[config.mk]
export PLATFORM = sky130hd
export DESIGN_NAME = cpu_ifetch
export DESIGN_NICKNAME = d
export VERILOG_FILES = /design/src/rtl/cpu_ifetch_pkg.sv /design/src/rtl/cpu_ifetch_slot.sv /design/src/rtl/cpu_ifetch.sv
export SDC_FILE = /design/constraint.sdc
export NUM_CORES = 1
export LEC_CHECK = 0
export ABC_AREA = 1
export CORE_ASPECT_RATIO = 0.6
export CORE_MARGIN = 2
export CORE_UTILIZATION = 45
export DETAILED_ROUTE_END_ITERATION = 16
export PLACE_DENSITY = 0.66
export RECOVER_POWER = 100
export SYNTH_ARGS = -nofsm -noshare
export SYNTH_HDL_FRONTEND = slang
export SYNTH_HIERARCHICAL = 1
export SYNTH_SLANG_ARGS = --single-unit
[constraint.sdc]
create_clock -name clk -period 5.9 [get_ports clk]
set_input_delay 1.18 -clock clk [delete_from_list [all_inputs] [get_ports clk]]
set_output_delay 1.18 -clock clk [all_outputs]
set_load 0.005 [all_outputs]
[src/rtl/cpu_ifetch_pkg.sv]
// cpu_ifetch_pkg: shared widths and fetch FSM state encodings for the instruction-fetch front end
package cpu_ifetch_pkg;
  localparam int WIDTH = 16;
  localparam int IADDR_WIDTH = 10;
  typedef enum logic [1:0] {
    IDLE     = 2'd0,
    DEMAND   = 2'd1,
    PREFETCH = 2'd2,
    DRAIN    = 2'd3
  } ifetch_state_e;
endpackage

[src/rtl/cpu_ifetch_slot.sv]
// cpu_ifetch_slot: one address/data/valid instruction register with load, clear and hit compare
// ports: clk, reset (sync, active-low), load/load_addr/load_data, clear (wins over load),
//        cmp_addr in; addr/data/valid contents and hit (valid & addr==cmp_addr) out
module cpu_ifetch_slot
  import cpu_ifetch_pkg::*;
#(
  parameter int width = WIDTH,
  parameter int iaddr_width = IADDR_WIDTH
) (
  input  logic                   clk,
  input  logic                   reset,
  input  logic                   load,
  input  logic                   clear,
  input  logic [iaddr_width-1:0] load_addr,
  input  logic [width-1:0]       load_data,
  input  logic [iaddr_width-1:0] cmp_addr,
  output logic [iaddr_width-1:0] addr,
  output logic [width-1:0]       data,
  output logic                   valid,
  output logic                   hit
);
  assign hit = valid && addr == cmp_addr;
  always_ff @(posedge clk) begin
    if (!reset) begin
      addr  <= '0;
      data  <= '0;
      valid <= 1'b0;
    end else if (clear) begin
      valid <= 1'b0;
    end else if (load) begin
      addr  <= load_addr;
      data  <= load_data;
      valid <= 1'b1;
    end
  end
endmodule

[src/rtl/cpu_ifetch.sv]
// cpu_ifetch: instruction fetch front end with current/next-word registers and one-deep memory handshake
// ports: clk, reset (sync, active-low); core side iaddr in, idata/stall out, inv in;
//        memory side mem_req/mem_addr out, mem_ack/mem_rdata in
module cpu_ifetch
  import cpu_ifetch_pkg::*;
#(
  parameter int width = WIDTH,
  parameter int iaddr_width = IADDR_WIDTH
) (
  input  logic                   clk,
  input  logic                   reset,
  input  logic [iaddr_width-1:0] iaddr,
  output logic [width-1:0]       idata,
  output logic                   stall,
  input  logic                   inv,
  output logic                   mem_req,
  output logic [iaddr_width-1:0] mem_addr,
  input  logic                   mem_ack,
  input  logic [width-1:0]       mem_rdata
);
  ifetch_state_e state, state_nxt;
  logic [iaddr_width-1:0] cur_a, nxt_a, pf_base, addr_nxt;
  logic [width-1:0] cur_d, nxt_d, hold;
  logic cur_v, nxt_v, hit_cur, hit_nxt, miss, ack, promote, cur_fill, nxt_fill, req_nxt;
  assign miss = !hit_cur && !hit_nxt;
  assign ack = mem_ack && mem_req;
  // a demand completing this cycle owns the CUR load, so promotion waits
  assign promote = hit_nxt && !hit_cur && !inv && !(ack && state == DEMAND);
  assign pf_base = promote ? nxt_a : cur_a;
  assign idata = hit_cur ? cur_d : hit_nxt ? nxt_d : hold;
  assign stall = miss;
  cpu_ifetch_slot #(.width(width), .iaddr_width(iaddr_width)) u_cur (
    .clk(clk), .reset(reset), .load(cur_fill || promote), .clear(inv),
    .load_addr(cur_fill ? mem_addr : nxt_a), .load_data(cur_fill ? mem_rdata : nxt_d),
    .cmp_addr(iaddr), .addr(cur_a), .data(cur_d), .valid(cur_v), .hit(hit_cur)
  );
  cpu_ifetch_slot #(.width(width), .iaddr_width(iaddr_width)) u_nxt (
    .clk(clk), .reset(reset), .load(nxt_fill), .clear(inv || (promote && !nxt_fill)),
    .load_addr(mem_addr), .load_data(mem_rdata),
    .cmp_addr(iaddr), .addr(nxt_a), .data(nxt_d), .valid(nxt_v), .hit(hit_nxt)
  );
  always_comb begin
    state_nxt = state;
    req_nxt   = mem_req;
    addr_nxt  = mem_addr;
    cur_fill  = 1'b0;
    nxt_fill  = 1'b0;
    if (inv) begin
      state_nxt = ack ? IDLE : mem_req ? DRAIN : state;
      req_nxt   = mem_req && !ack;
    end else begin
      case (state)
        IDLE: begin
          if (miss) begin
            state_nxt = DEMAND;
            req_nxt   = 1'b1;
            addr_nxt  = iaddr;
          end else if (promote || (cur_v && (!nxt_v || nxt_a != cur_a + iaddr_width'(1)))) begin
            state_nxt = PREFETCH;
            req_nxt   = 1'b1;
            addr_nxt  = pf_base + iaddr_width'(1);
          end
        end
        DEMAND: begin
          cur_fill  = ack;
          state_nxt = ack ? IDLE : DEMAND;
          req_nxt   = !ack;
        end
        PREFETCH: begin
          // the core jumping onto the word being prefetched takes it straight into CUR
          cur_fill  = ack && miss && iaddr == mem_addr;
          nxt_fill  = ack && !(miss && iaddr == mem_addr);
          state_nxt = ack ? IDLE : miss ? DRAIN : PREFETCH;
          req_nxt   = !ack;
        end
        DRAIN: begin
          state_nxt = ack ? (miss ? DEMAND : IDLE) : DRAIN;
          req_nxt   = !ack || miss;
          addr_nxt  = ack && miss ? iaddr : mem_addr;
        end
        default: state_nxt = IDLE;
      endcase
    end
  end
  always_ff @(posedge clk) begin
    if (!reset) begin
      state    <= IDLE;
      mem_req  <= 1'b0;
      mem_addr <= '0;
      hold     <= '0;
    end else begin
      state    <= state_nxt;
      mem_req  <= req_nxt;
      mem_addr <= addr_nxt;
      hold     <= miss ? hold : idata;
    end
  end
endmodule
Yosys cells after proc, flatten, opt, wreduce, memory -nomap -nowiden
Cells that the tools add are included.
- flip-flop bits (word level): 83
- bits in latches: 0
- RAM bits: 0
- bits in read-only memories: 0
- bits of input ports: 30
- output and inout port bits: 28
- memories: 0
- $add $sub $neg: 2
- $mul: 0
- divide/modulo/power cells: 0
- $lt $le $gt $ge: 0
- eq/ne operators: 11
- shifts and indexed selects: 0
- muxes and demuxes: 28
- bitwise gates (word level): 3
- reductions and logical operators: 37
- operators by type and width (kind ; number):
    two-way mux 10 bit ; 5
    two-way mux 16 bit ; 3
    equality test 10 bit ; 3
    adder 10 x 1 -> 10 bit, second input constant ; 2
    one-hot mux 10 bit (2 select lines) ; 1
    logical AND 1 bit ; 15
    two-way mux 2 bit ; 7
    != test 10 bit ; 1
    two-way mux 1 bit ; 9
    zero test 1 bit ; 8
    one-hot mux 2 bit (4 select lines) ; 1
    AND reduction 2 bit ; 3
    OR reduction 2 bit ; 3
    logical OR 1 bit ; 5
    equality test 2 bit, second input constant ; 2
    != test 4 bit, second input constant ; 1
    AND reduction 4 bit ; 1
    != test 3 x 1 -> 1 bit, second input constant ; 1
    != test 3 bit, second input constant ; 1
    NOT 1 bit ; 3
    one-hot mux 1 bit (3 select lines) ; 1
    equality test 2 x 1 -> 1 bit, second input constant ; 1
    zero test 2 bit ; 1
    != test 2 bit, second input constant ; 1
    other kinds (2) ; 2

Depth between registers and ports, before layout
- word-level depth: 14
- mapped depth: 24

Cells and area by module
Netlist, hierarchy kept.
- by module, submodules not included (module ; times used ; cells each ; area an instance (um^2)):
    cpu_ifetch ; 1 ; 514 ; 2922.8
    cpu_ifetch_slot ; 2 ; 158 ; 1151.1

Worst setup path after synthesis
OpenSTA, ideal clock, no wires.
- path kind: in2out
- start: in iaddr[0]
- end: out idata[15]
- arrival time: 2.492 ns
- setup slack: 2.228 ns
- stages: 14
- path through: inv_1 nand2_1 nand2_1 inv_1 nand2_1 nor2_1 nand2_1 nor2_1 buf_6 nor2_1 buf_2 buf_1 nand2_1 nand3_1
- elaborated cells between the ends (all ways): 6
- classes of those cells: eq/ne (2); mux (2); reduce/logical (2)
- RTL lines (what ; RTL line ; text):
    from (decl) ; cpu_ifetch.sv:12 ; input logic [iaddr_width-1:0] iaddr,
    equality test 10 bit ; cpu_ifetch_slot.sv:22 ; assign hit = valid && addr == cmp_addr;
    logical AND 1 bit ; cpu_ifetch_slot.sv:22 ;
    named net hit_cur ; cpu_ifetch.sv:24 ; logic cur_v, nxt_v, hit_cur, hit_nxt, miss, ack, promote, cur_fill, nxt_fill, req_nxt;
    two-way mux 16 bit ; cpu_ifetch.sv:30 ; assign idata = hit_cur ? cur_d : hit_nxt ? nxt_d : hold;
    to (decl) ; cpu_ifetch.sv:13 ; output logic [width-1:0] idata,
The timed path passes the listed nets, and every way through them passes these cells.

Worst setup path in the final report
- start: in iaddr[4]
- end: reg u_cur.addr[8]
- word-level cells in the longest chain between the ends: 10
- elaborated cells between the ends (all ways): 18
- classes of those cells: eq/ne (3); mux (3); reduce/logical (12)
- ends and longest elaborated chain (what ; RTL line ; text):
    equality test 10 bit (*) ; cpu_ifetch_slot.sv:22 ;
    logical AND 1 bit (*) ; cpu_ifetch_slot.sv:22 ;
    named net hit_cur ; cpu_ifetch.sv:24 ;
    zero test 1 bit (*) ; cpu_ifetch.sv:25, cpu_ifetch.sv:28 ;
    logical AND 1 bit ; cpu_ifetch.sv:25 ; assign miss = !hit_cur && !hit_nxt;
    logical AND 1 bit (2 in a row) ; cpu_ifetch.sv:71 ; cur_fill = ack && miss && iaddr == mem_addr;
    one-hot mux 1 bit (2 select lines) ; cpu_ifetch.sv:52 ; case (state)
    two-way mux 1 bit ; cpu_ifetch.sv:48 ; if (inv) begin
    logical OR 1 bit ; cpu_ifetch.sv:33 ; .clk(clk), .reset(reset), .load(cur_fill || promote), .clear(inv),
    AND reduction 2 bit (no source line) ; -- ;
    to (signal assigned) ; cpu_ifetch_slot.sv:31 ; addr <= load_addr;
    to (decl) ; cpu_ifetch_slot.sv:17 ; output logic [iaddr_width-1:0] addr,
Mark *: on every way through the listed nets, which the timed path passes. The rest lies on a longest branch.
A chain may end at the register's enable or synchronous reset.

==> metrics.md <==
| Metric | Value |
|---|---|
| Total gr overflow | 0 |
| Max-slew violations | 0 |
| Clk pin slew, worst setup/hold paths | 0.06 ns |
| Startpoint Class | input pin |
| DRC viols | 0 |
| Die Span Y | 87.5 um |
| MaxCap Viol Count | 0 |
| RSZ-0062 raised after global routing | false |
| PortBufs | 57 |
| Placed inst area | 5790 um2 |
| Slew @ Worst Pin | 0.884 ns |
| First-pass GRT wire length | 24,500 um |
| DR iter-0 viols | 508 |
| Core ar. | 11,300 um2 |
| Sequential-to-total area share from yosys stat | 31.8% |
| Worst setup endpoint | u_cur/addr[8] |
| Ports | 58 |
| Clock Root Buffer | clkbuf_16 |
| IR drop worst, VDD | 142 uV |
| Critical path arrival | 5.36 ns |
| # hold bufs at CTS | 0 |
| Largest net degree at the start of global routing | 84 |
| Vias in the first global route | 4,550 |
| Syn Inst Count | 830 |
| Routed wire per std cell | 14.9 um |
| Setup TNS | 0 ns |
| Diodes inserted | 0 |
| Post-CTS sizing | 0 |
| Pre-CTS setup slack | 0.816 ns |
| Fraction of layout cells with a size suffix above 1 | 6.83% |
| Total global-route track usage | 25.7% |
| Worst hold path type | flop to flop |
| Crit end category | flop |
| CTS Buf Count | 9 |
| Setup bufs post-CTS | 0 |
| Clock tree from TritonCTS | yes |
| PwrDens | 225 nW/um2 |
| Final hold vios | 0 |
| Worst Setup SP | iaddr[4] |
| Yosys warns | 6 |
| FF-to-FF Start | u_cur/addr[5] |
| Post-layout util | 53.5% |
| Count of final setup violators | 0 |
| Leak pwr | 0.00294 uW |
| Worst-Skew Late Latency | 0.34 ns |
| Post-route minimum period | 5.14 ns |
| Fin Hold WS | 0.503 ns |
| Fmax | 195 MHz |
| Most frequent cells in the layout | nand2_1 (240), nor2_1 (135), inv_1 (99) |
| Worst reg-to-reg path cell count | 15 |
| DRT antenna net count | 0 |
| H-tree Lvls | 3 |
| Fin worst setup slack | 0.764 ns |
| DRT Pass-1 Iters | 7 |
| R2r endpoint | u_cur/addr[8] |
| Clk buf depth | 2 |
| Distinct cells, synth | 42 |
| Most common cell after layout, fill and taps aside | nand2_1 |
| Worst Path Required | 6.12 ns |
| Worst-path fanout max | 37 |
| Hold-critical path depth | 2 |
| Syn_nets | 866 |
| Total Nets Final | 910 |
| Yosys reg bits | 83 |
| Vias post-DR | 5,257 |
| Sink Count | 83 |
| Global placement routability congestion | 0.948 |
| Kind of critical path | input pin to flop |
| Total die area | 12,500 um2 |
| Post-DR vias/cell | 5.06 |
| Design Area, Final | 6050 um2 |
| Fillers | 1,153 |
| Initial antenna violation count | 0 |
| Routed WL | 15,400 um |
| Initial core utilization | 46.2% |
| Final period util | 87.0% |
| Worst slew margin | 40.9% |
| Synth Cell Area | 5230 um2 |
| HPWL reported at the end of detailed placement | 10,900 um |
| Final setup skew | 0.00826 ns |
| Row cnt | 30 |
| Status | finished, final reports clean |
| R2R setup slack | 1.71 ns |
| Mean Syn Cell Area | 6.30 um2 |
| Synthesis-to-layout area growth | 15.8% |
| Die X | 143 um |
==> cell usage after synthesis (all sizes together) <==
master	instances	area share (%)
o21a	2	0.29
nand2	257	21
clkbuf	3	0.22
buf	28	4.7
xor2	2	0.34
nor2	140	11
nand3b	1	0.14
o21ai	83	8.7
and2	1	0.12
o211ai	1	0.14
ha	6	1.4
a21boi	1	0.14
mux2	1	0.22
xnor2	14	2.3
a21oi	25	2.4
nor4	1	0.12
clkinv	2	0.24
nor3	3	0.38
dfxtp	83	32
nand4	4	0.48
o21bai	1	0.14
inv	104	7.5
nand3	66	6.4
a22oi	1	0.14
==> routing by layer <==
metal	track usage (%)	up-vias	share of wire (%)
met4	5.22	0	0.75
met1	41.7	2386	53
met3	5.61	10	8.2
li1	-	2673	-
met2	33.8	188	38
met5	0	-	0
==> worst min path at each step <==
stage              startpoint        endpoint
6_report       u_cur/data[12]  u_cur/data[12]
2_1_floorplan  u_cur/data[10]  u_cur/data[10]
5_1_grt        u_cur/data[12]  u_cur/data[12]
3_3_place_gp    u_cur/data[8]   u_cur/data[8]
4_1_cts        u_cur/data[12]  u_cur/data[12]
3_5_place_dp   u_cur/data[12]  u_cur/data[12]
==> metrics by stage <==
stage / instances / power, uW
5_1_grt: 1039 / 1420
3_5_place_dp: 1023 / 756
6_report: 1039 / 1360
3_3_place_gp: 1023 / 755
2_1_floorplan: 830 / 688
4_1_cts: 1039 / 1380
==> power by group <==
| group | internal (uW) | total, uW | switching (uW) |
|---|---|---|---|
| Combinational | 63.7 | 152 | 88.3 |
| Sequential | 572 | 589 | 16.3 |
| Clock | 385 | 623 | 238 |
==> registers in the layout (all words and copies together) (netlist names) <==
signal / cells
u_cur/addr: 10
u_nxt/valid: 1
u_nxt/addr: 10
mem_req: 1
u_cur/data: 16
u_cur/valid: 1
state: 2
hold: 16
mem_addr: 10
u_nxt/data: 16
==> logic make-up (layout without fill, tap and decap cells) <==
kind of cell | after synthesis | after routing | share of synthesized area [%]
AOI/OAI and AO/OA | 114 | 114 | 12.0
adders and majority gates | 6 | 6 | 1.44
buffers and inverters | 137 | 186 | 12.6
and+or+nand+nor | 473 | 473 | 39.2
muxes | 1 | 1 | 0.216
xor gates and xnor gates | 16 | 16 | 2.68
DFF | 83 | 83 | 31.8
==> cell type report <==
| type | instances | area [um2] | area share (%) |
|---|---|---|---|
| Tap cell | 160 | 200 | 3.31 |
| Clock buffer | 11 | 243 | 4.01 |
| Multi-Input combinational cell | 610 | 2840 | 46.9 |
| Clock inverter | 5 | 82.6 | 1.37 |
| Timing Repair Buffer | 64 | 618 | 10.2 |
| Inverter | 106 | 405 | 6.70 |
| Sequential cell | 83 | 1660 | 27.5 |
==> critical path: stages <==
cell           delay [ns]
dlygate4sd3_1        0.63
inv_1                0.08
nand2_1              0.05
nand2_1              0.06
inv_1                0.03
nand2_1              0.07
nor2_1               0.05
nand2_1              0.07
nor2_1               0.10
nor2_1               0.37
nand4_1              0.29
o21ai_4              0.54
nand2_2              0.63
nand2_1              0.24
inv_1                0.06
nor2_1               0.15
inv_2                0.29
nor2_1               0.37
nor2_1               0.08
Power figures use the tool's default switching activity.
